<file path="config.mk">
export PLATFORM = sky130hd
export DESIGN_NAME = sram_rr_arbiter
export DESIGN_NICKNAME = d
export VERILOG_FILES = /design/src/rtl/sram_rr_arbiter.sv
export SDC_FILE = /design/constraint.sdc
export NUM_CORES = 1
export LEC_CHECK = 0
export BUFFER_PORTS_ARGS = -buffer_cell sky130_fd_sc_hd__buf_4
export CORE_ASPECT_RATIO = 0.5
export CORE_MARGIN = 4
export CORE_UTILIZATION = 31
export CTS_BUF_LIST = sky130_fd_sc_hd__clkbuf_16
export CTS_CLUSTER_SIZE = 16
export DETAILED_ROUTE_END_ITERATION = 10
export PLACE_DENSITY = 0.67
export SETUP_SLACK_MARGIN = 0.1
export SYNTH_ARGS = -nofsm -noshare
export SYNTH_HDL_FRONTEND = slang
export SYNTH_SLANG_ARGS = --single-unit
</file>
<file path="constraint.sdc">
create_clock -name clk0 -period 3.9 [get_ports clk0]
set_clock_uncertainty 0.15 [all_clocks]
set_input_delay 0.78 -clock clk0 [delete_from_list [all_inputs] [get_ports clk0]]
set_output_delay 0.78 -clock clk0 [all_outputs]
set_load 0.02 [all_outputs]
</file>
<file path="src/rtl/sram_rr_arbiter.sv">
// sram_rr_arbiter: two-requester round-robin sequencer in front of SRAM_32x128_1rw.
// Define SRAM_ARB_INIT_EN to zero-fill the macro after every reset.
module sram_rr_arbiter #(
  parameter int DATA_WIDTH = 32,
  parameter int ADDR_WIDTH = 7
) (
  input  logic                  clk0,
  input  logic                  rst0_n,
  input  logic                  req0_valid,
  output logic                  req0_ready,
  input  logic                  req0_we,
  input  logic [ADDR_WIDTH-1:0] req0_addr,
  input  logic [DATA_WIDTH-1:0] req0_wdata,
  input  logic                  req1_valid,
  output logic                  req1_ready,
  input  logic                  req1_we,
  input  logic [ADDR_WIDTH-1:0] req1_addr,
  input  logic [DATA_WIDTH-1:0] req1_wdata,
  output logic                  rsp0_valid,
  output logic [DATA_WIDTH-1:0] rsp0_rdata,
  output logic                  rsp1_valid,
  output logic [DATA_WIDTH-1:0] rsp1_rdata,
  output logic                  sram_csb0,
  output logic                  sram_web0,
  output logic [ADDR_WIDTH-1:0] sram_addr0,
  output logic [DATA_WIDTH-1:0] sram_din0,
  input  logic [DATA_WIDTH-1:0] sram_dout0,
  output logic                  init_done
);

  logic                  run;
  logic                  init_wr;
  logic [ADDR_WIDTH-1:0] init_addr;
  logic                  last_grant;
  logic                  hs0;
  logic                  hs1;
  logic                  tag1_v;
  logic                  tag1_id;
  logic                  tag2_v;
  logic                  tag2_id;

`ifdef SRAM_ARB_INIT_EN
  typedef enum logic {
    S_INIT,
    S_RUN
  } state_t;

  state_t                state;
  state_t                state_nxt;
  logic [ADDR_WIDTH-1:0] init_addr_nxt;

  always_ff @(posedge clk0 or negedge rst0_n) begin
    if (!rst0_n) begin
      state     <= S_INIT;
      init_addr <= '0;
    end else begin
      state     <= state_nxt;
      init_addr <= init_addr_nxt;
    end
  end

  always_comb begin
    state_nxt     = state;
    init_addr_nxt = init_addr;
    init_wr       = 1'b0;
    unique case (state)
      S_INIT: begin
        init_wr       = 1'b1;
        init_addr_nxt = init_addr + 1'b1;
        if (&init_addr) state_nxt = S_RUN;
      end
      S_RUN: state_nxt = S_RUN;
    endcase
  end

  assign run = rst0_n && (state == S_RUN);
`else
  assign init_wr   = 1'b0;
  assign init_addr = '0;
  assign run       = rst0_n;
`endif

  assign init_done = run;

  // tie goes to whoever was not granted last
  assign req0_ready = run & req0_valid & (~req1_valid | last_grant);
  assign req1_ready = run & req1_valid & (~req0_valid | ~last_grant);

  assign hs0 = req0_valid & req0_ready;
  assign hs1 = req1_valid & req1_ready;

  always_ff @(posedge clk0 or negedge rst0_n) begin
    if (!rst0_n) begin
      sram_csb0  <= 1'b1;
      sram_web0  <= 1'b1;
      sram_addr0 <= '0;
      sram_din0  <= '0;
    end else if (hs0) begin
      sram_csb0  <= 1'b0;
      sram_web0  <= ~req0_we;
      sram_addr0 <= req0_addr;
      sram_din0  <= req0_wdata;
    end else if (hs1) begin
      sram_csb0  <= 1'b0;
      sram_web0  <= ~req1_we;
      sram_addr0 <= req1_addr;
      sram_din0  <= req1_wdata;
    end else if (init_wr) begin
      sram_csb0  <= 1'b0;
      sram_web0  <= 1'b0;
      sram_addr0 <= init_addr;
      sram_din0  <= '0;
    end else begin
      sram_csb0  <= 1'b1;
      sram_web0  <= 1'b1;
    end
  end

  always_ff @(posedge clk0 or negedge rst0_n) begin
    if (!rst0_n) begin
      last_grant <= 1'b1;
      tag1_v     <= 1'b0;
      tag1_id    <= 1'b0;
      tag2_v     <= 1'b0;
      tag2_id    <= 1'b0;
    end else begin
      if (hs0 | hs1) last_grant <= hs1;
      tag1_v  <= (hs0 & ~req0_we) | (hs1 & ~req1_we);
      tag1_id <= hs1;
      tag2_v  <= tag1_v;
      tag2_id <= tag1_id;
    end
  end

  // tag reaches stage 2 in the cycle the macro presents dout
  assign rsp0_valid = tag2_v & ~tag2_id;
  assign rsp1_valid = tag2_v & tag2_id;
  assign rsp0_rdata = sram_dout0;
  assign rsp1_rdata = sram_dout0;

endmodule

</file>
After elaboration in Yosys (flattened, before gate mapping)
Index checks and enable logic that the tools add are counted.

Word-level logic and storage cells: 38. Register bits after elaboration: 46. Output and inout port bits: 110.

Muxes and demuxes: 8. Reduce and logical (&&, ||, !) cells: 1. Bitwise gates (word level): 20.

Operators by type and width (count): $mux W32 (2); $mux W7 (2); $and A1 B1 Y1 (10); $not A1 Y1 (6); $mux W1 (4); $or A1 B1 Y1 (4); $reduce_bool A2 Y1 (1).

Logic depth before layout (Yosys ltp)
Gate-level depths: netlist of the first run.

Word-level depth: 6. Mapped depth: 5.

Least setup slack after synthesis of the first run
OpenSTA, ideal clock, no wires.

Path kind: input to output. Start point: input req1_valid. End point: output req1_ready. Path slack: 1.614 ns. Data required time: 2.970 ns. Stages on the path: 3. Buffers on the path: 1. Arrival: 1.356 ns. Cell sequence: nand2_1 buf_2 nor2_1.

Cells in the longest elaborated chain, start to end: 2.

RTL lines: from (decl) (line 14) `input logic req1_valid,`; $and A1 B1 Y1 (2 in series) (line 87) `assign req1_ready = run & req1_valid & (~req0_valid | ~last_grant);`; to (decl) (line 15) `output logic req1_ready,`.

No other way between the ends.

Worst setup path after layout of the first run
Start point: input rst0_n. End point: output req1_ready.

Cells in the longest elaborated chain, start to end: 2.

RTL lines: from (decl) (line 8) `input logic rst0_n,`; $and A1 B1 Y1 (2 in series) (line 87).

No other way between the ends.

==> implementation parameters, run 1 <==
Parameter                              Value

Route
  Number of vias after detailed routing    2267
  Post-DR vias/cell    4.85
  Initial DRT Pass Iterations    4
  Per-cell routed wire length    17.0 um
  Uppermost layer routed    met4
  Antenna viol nets, final    0
  Metal1 wirelength    2900 um
  Wire length on met2    4310 um
  Drc violations    0
  Routed WL    roughly 7900 um
  DR WL met3    513 um
  Initial detailed-routing violation count    about 170

Place
  Cell Area, Placed    3180 sq um
  Gpl congestion    0.794
  Placed wire-length estimate after detailed placement    5980 um
  Count of buffers inserted at the top-level ports    129

Logic synthesis
  Synth warn    0
  Post-synthesis instance area    ~2600 sq um
  Net count after synthesis    417
  Area share of the largest cell type after synthesis    0.407
  Number of distinct standard cells referenced by the synthesized netlist    21
  Mean instance size in the synthesized netlist    8.78 sq um
  Cells after synthesis    301
  Flip-flop and latch count after synthesis    46
  Cell type with the highest aggregate area in the netlist    sky130_fd_sc_hd__dfrtp_1
  Portion of the post-synthesis area used by sequential elements    0.437
  Synth area leaders    sky130_fd_sc_hd__dfrtp_1 41%, sky130_fd_sc_hd__buf_4 19%, sky130_fd_sc_hd__a31oi_1 7.1%

Setup path
  Max stage delay on crit path    roughly 0.3 ns
  Sequence of cells on the critical path    buf_4 -> nand2_1 -> nor2_1 -> buf_4
  Crit Path Category    in -> out
  Crit path max fanout    19
  Arrival time worst endpoint    around 1.7 ns
  Type of origin of the critical path    input port
  Endpoint type of the worst setup path    output port
  Cell seen most often among critical-path stages    sky130_fd_sc_hd__buf_4
  Max stage delay cell, worst path    sky130_fd_sc_hd__nand2_1
  Required time at the endpoint of the critical path    2.97 ns

Pwr
  Part of the power in registers    0.417
  Internal power contribution    0.000962 W
  Clk network pwr share    0.281
  Net switching component of the power    0.000432 W
  Cell leakage power    1.48 nW
  IR Drop Worst-Case VDD    0.220 mV
  Combinational share of power    0.302
  Switching part of the total power    0.310
  Power density of the placed cells    between 400 and 500 nW/um^2
  Power after layout    0.00139 W

Timing
  Unrepaired setup endpoints after global routing    no
  Final Hold Fails    0
  Maximum operating frequency    381 MHz
  Crit path time final    2.62 ns
  Tightest Pin Transition    0.696 ns
  Final Cycle Share    0.672
  Setup TNS    0 ns
  Max-slew headroom    0.535
  Setup-failing EPs final    0
  Number of pins exceeding their max-slew limit in the final report    0

Cells and area
  Register area    1150 sq um
  Total of fill cells in the finished design    just over 800
  N_diodes    0
  Layout area overhead    25.4%
  Top library cells by usage in the layout, fill and taps aside    136 x sky130_fd_sc_hd__buf_4, 43 x sky130_fd_sc_hd__dfrtp_1, 41 x sky130_fd_sc_hd__nor2_1
  Post-layout instance area    ~3300 sq um
  Most common library cell in the layout ignoring fill and taps    sky130_fd_sc_hd__buf_4
  Combined area of the multi-input logic cells    853 sq um
  Utilization of the core after routing    0.407
  Share of cells above drive strength 1    0.411
  Number of nets in the finished design    470

Floorplanning
  Initial standard-cell utilization of the core    0.324
  Row count    23
  Core Area    8140 sq um
  Die Width    139 um
  Die area    10200 sq um
  Ports placed on the boundary    226
  Vertical die dimension    73.3 um

Global routing
  Largest net degree at the start of global routing    34
  Wire length of the first global-routing pass    12000 um
  Number of antenna violations at the first check in global routing    0
  Number of global-route vias before repair    2291
  Remaining Overflow, GRT    0
  Global routing usage summed across all routing layers    0.145

Clock tree
  Inserted Clock Buffers    5
  Post-cts resize count    0
  Deepest level of the CTS H-tree    2
  Number of sinks handled by clock tree synthesis    46
  Root Buffer Master    sky130_fd_sc_hd__clkbuf_16
  CTS tree    done
  Clock transition at the registers of the reported paths    0.06 ns
  Buffer count from post-CTS setup fixing    0
  Clock Latency Late Sink    0.28 ns
  Deepest clock path buffer count    2
  Hold Buf Count CTS    0

Flow run
  Number of max-capacitance violations reported    0

Run status
  Run status    completed

Worst hold path
  Worst Hold Class    in -> async
synth_stat cells:
cell	instances
sky130_fd_sc_hd__o21ai_2	1
sky130_fd_sc_hd__dfstp_2	3
sky130_fd_sc_hd__buf_6	2
sky130_fd_sc_hd__a31oi_1	30
sky130_fd_sc_hd__nand2b_1	1
sky130_fd_sc_hd__buf_4	68
sky130_fd_sc_hd__clkbuf_1	4
sky130_fd_sc_hd__nor2_1	41
sky130_fd_sc_hd__o32ai_1	10
sky130_fd_sc_hd__and2b_1	1
sky130_fd_sc_hd__buf_2	16
sky130_fd_sc_hd__nor2b_1	1
sky130_fd_sc_hd__nand3_1	30
sky130_fd_sc_hd__o21a_1	1
sky130_fd_sc_hd__nand2_1	4
sky130_fd_sc_hd__o21ai_0	30
sky130_fd_sc_hd__nor3_1	9
sky130_fd_sc_hd__a22oi_1	1
sky130_fd_sc_hd__dfrtp_1	43
sky130_fd_sc_hd__inv_1	2
sky130_fd_sc_hd__and2_1	3
final timing paths:
check	cells past startpoint	slack, ns	start	to
worst max-delay path	4	1.28	rst0_n	req1_ready
max in group asynchronous	2	2.69	rst0_n	sram_web0
worst min-delay path	1	0.20	rst0_n	sram_din0[10]
min in group clk0	0	0.20	tag1_id	tag2_id
worst max register to register	4	2.01	last_grant	sram_din0[22]
worst min register to register	0	0.20	tag1_id	tag2_id
flip-flops by register name, indices dropped and copies added (netlist names):
name and count:
sram_web0 1, sram_addr0 7, last_grant 1, tag2_id 1
tag2_v 1, tag1_id 1, sram_csb0 1, tag1_v 1
sram_din0 32
per-layer routing:
layer  vias up  GRT usage
met5         -          0
met4         0     0.0493
met3        23     0.0423
met2        72      0.272
met1      1086      0.163
li1       1086          -
cell type report:
class,count,area share
Clock buffer,5,0.0378
Clock inverter,3,0.00340
Inverter,2,0.00227
Multi-Input combinational cell,163,0.258
Sequential cell,46,0.349
Tap cell,112,0.0423
Timing Repair Buffer,136,0.308
metrics by stage:
step           setup WS, ns  instances  hold WS [ns]
2_1_floorplan          1.61        301         0.181
3_3_place_gp           1.25        459         0.185
3_5_place_dp           1.26        459         0.194
4_1_cts                1.26        467         0.205
5_1_grt                1.12        467         0.209
6_report               1.28        467         0.200
cell families (layout without fill, tap and decap cells):
family / count (synthesis) / count (layout) / synth area share
compound gates: 73 / 73 / 0.170
simple gates: 90 / 90 / 0.152
buf+inv: 92 / 146 / 0.241
flops: 46 / 46 / 0.437
worst max-delay path: cells and delay by family:
family	cells	cell delay, ns
buffers and inverters	2	0.39
AND/OR/NAND/NOR	2	0.52
power by group through the flow:
stage          Sequential (W)  Clock [W]  Combinational, W
6_report             0.000581   0.000392          0.000421
5_1_grt              0.000591   0.000414          0.000458
4_1_cts              0.000582   0.000398          0.000426
3_5_place_dp         0.000590          0          0.000425
3_3_place_gp         0.000588          0          0.000424
2_1_floorplan        0.000663          0          0.000236
No activity file was read; power rests on OpenSTA's default activity.
==> run 2, diff against run 1 <==
--- a/config.mk
+++ b/config.mk
@@ -12,7 +12,7 @@
 export CTS_BUF_LIST = sky130_fd_sc_hd__clkbuf_16
 export CTS_CLUSTER_SIZE = 16
 export DETAILED_ROUTE_END_ITERATION = 10
-export PLACE_DENSITY = 0.67
+export PLACE_DENSITY = 0.7
 export SETUP_SLACK_MARGIN = 0.1
 export SYNTH_ARGS = -nofsm -noshare
 export SYNTH_HDL_FRONTEND = slang
==> constraint.sdc (replaced) <==
create_clock -name clk0 -period 2.35 [get_ports clk0]
set_clock_uncertainty 0.15 [all_clocks]
set_input_delay 0.47 -clock clk0 [delete_from_list [all_inputs] [get_ports clk0]]
set_output_delay 0.47 -clock clk0 [all_outputs]
set_load 0.02 [all_outputs]
==> run 2 against run 1 <==
Against the previous run:
- first-iteration DRC count rose by 5.5%
- highest routed layer unchanged
- utilization rose by 0.60 points
- critical path depth fell by 1
- largest cell class unchanged
- clock-buffer cell count did not move
- cell area rose by 1.5%
- setup slack got worse by 1.1 ns
- die area did not move
- critical path type is now reg -> out
==> implementation parameters, run 2 (synthesized netlist as in run 1, its figures left out) <==
Parameter                              Value

Setup path
  Type of origin of the critical path    register
  Endpoint type of the worst setup path    output port
  Required time at the endpoint of the critical path    about 1.7 ns
  Max stage delay cell, worst path    sky130_fd_sc_hd__dfstp_2
  Worst-case reg-to-reg path depth    4
  Arrival time worst endpoint    about 1.5 ns
  Launch point of the worst reg-to-reg path    last_grant
  Worst reg-to-reg setup slack    between 0.7 and 0.8 ns
  Crit path max fanout    12
  Crit Path Category    reg -> out
  Sequence of cells on the critical path    and2_1 -> nor2_1 -> buf_4
  Destination of the worst register-to-register timing path    sram_addr0[3]
  Max stage delay on crit path    0.55 ns

Clock tree
  Deepest level of the CTS H-tree    2
  Buffer count from post-CTS setup fixing    0
  Inserted Clock Buffers    5
  Clock Latency Late Sink    0.28 ns
  Deepest clock path buffer count    2
  Clock transition at the registers of the reported paths    0.06 ns
  CTS tree    done
  Root Buffer Master    sky130_fd_sc_hd__clkbuf_16
  Number of sinks handled by clock tree synthesis    46

Cells and area
  N_diodes    0
  Most common library cell in the layout ignoring fill and taps    sky130_fd_sc_hd__buf_4
  Top library cells by usage in the layout, fill and taps aside    133 x sky130_fd_sc_hd__buf_4, 43 x sky130_fd_sc_hd__dfrtp_1, 41 x sky130_fd_sc_hd__nor2_1
  Number of nets in the finished design    around 470
  Share of cells above drive strength 1    0.413
  Register name with the most flops    sram_din0
  Utilization of the core after routing    0.413
  Max reg flops    32
  Leading registers by flop count    sram_din0 (32), sram_addr0 (7)
  Layout area overhead    27.2%

Global routing
  Number of global-route vias before repair    about 2.1k
  Remaining Overflow, GRT    0
  Global routing usage summed across all routing layers    0.144
  Number of antenna violations at the first check in global routing    0
  Wire length of the first global-routing pass    11600 um
  Largest net degree at the start of global routing    63

Route
  Number of vias after detailed routing    roughly 2.2k
  Initial DRT Pass Iterations    5
  Initial detailed-routing violation count    174
  Routed WL    7950 um
  Drc violations    0
  Antenna viol nets, final    0
  Per-cell routed wire length    17.0 um
  Post-DR vias/cell    4.72

Timing
  Final Cycle Share    0.918
  Tightest Pin Transition    0.624 ns
  Max-slew headroom    0.582
  Unrepaired setup endpoints after global routing    no
  Crit path time final    2.16 ns
  Final Hold Fails    0
  Setup TNS    0 ns
  Setup-failing EPs final    0
  Maximum operating frequency    464 MHz
  Number of pins exceeding their max-slew limit in the final report    0

Floorplanning
  Core Area    a little over 8000 sq um
  Ports placed on the boundary    226
  Initial standard-cell utilization of the core    0.324
  Row count    23
  Die area    just over 10000 sq um
  Die Width    139 um
  Vertical die dimension    73.3 um

Place
  Count of buffers inserted at the top-level ports    129
  Placed wire-length estimate after detailed placement    5790 um
  Gpl congestion    roughly 0.75

Worst hold path
  Worst Hold Class    in -> async

Pwr
  Power density of the placed cells    around 700 nW/um^2
  Cell leakage power    around 1.5 nW
  IR Drop Worst-Case VDD    0.317 mV

Flow run
  Number of max-capacitance violations reported    0

Run status
  Run status    completed
==> run 2: changes by cell type in the layout (fill, tap and decap cells not counted) <==
cell and change:
sky130_fd_sc_hd__dlygate4sd3_1 +1, sky130_fd_sc_hd__buf_4 -3, sky130_fd_sc_hd__inv_1 -1, sky130_fd_sc_hd__clkinv_2 +1
sky130_fd_sc_hd__buf_12 +3
==> run 2: through the flow <==
step | area (sq um) | instances | total power (W) | setup slack [ns] | hold WS [ns]
after global placement | 3210 | 459 | 0.00169 | 0.493 | 0.182
final | 3360 | 468 | 0.00235 | 0.194 | 0.0292
after CTS | 3360 | 468 | 0.00237 | 0.214 | 0.0309
after floorplan | 2640 | 301 | 0.00149 | 0.684 | 0.0244
after detailed placement | 3210 | 459 | 0.00169 | 0.491 | 0.186
after global routing | 3360 | 468 | 0.00247 | 0.136 | 0.0326
==> run 2: layout make-up <==
class                   instances  area [sq um]
clock buffers                   5           125
flip-flops and latches         46          1150
inverters                       2          7.51
multi-input cells             163           853
clock inverters                 3          12.5
fillers                       826          4780
well taps                     112           140
repair buffers                137          1070
==> run 2: worst max path at each step <==
stage | start | end | slack, ns | cells past startpoint
2_1_floorplan | req1_valid | req1_ready | 0.68 | 3
5_1_grt | last_grant | req1_ready | 0.14 | 3
4_1_cts | last_grant | req1_ready | 0.21 | 3
6_report | last_grant | req1_ready | 0.19 | 3
3_3_place_gp | req0_valid | req1_ready | 0.49 | 4
3_5_place_dp | rst0_n | sram_din0[3] | 0.49 | 5
==> run 2: where the power goes <==
| group | switching (W) | internal, W |
|---|---|---|
| Clock | 0.000291 | 0.000385 |
| Sequential | 0.0000564 | 0.000905 |
| Combinational | 0.000393 | 0.000321 |
| Total | 0.000741 | 0.00161 |
==> run 2: metal layers <==
layer / global-route usage / part of all wire / vias up
met2: 0.265 / 0.55 / 51
li1: - / - / 1085
met5: 0 / 0 / -
met3: 0.0397 / 0.054 / 13
met4: 0.0394 / 0.011 / 0
met1: 0.169 / 0.39 / 1062
==> run 2: repair_timing <==
item	in CTS	in global routing
endpoints found under the setup margin	0	0
endpoints found under the hold margin	13	0
resized for setup	0	0
hold buffers	1	0
==> run 2: critical path: cells and delay by family (launching register included) <==
kind	cells	cell delay [ns]
AND/OR/NAND/NOR	2	0.53
flip-flops	1	0.55
buffers and inverters	1	0.18
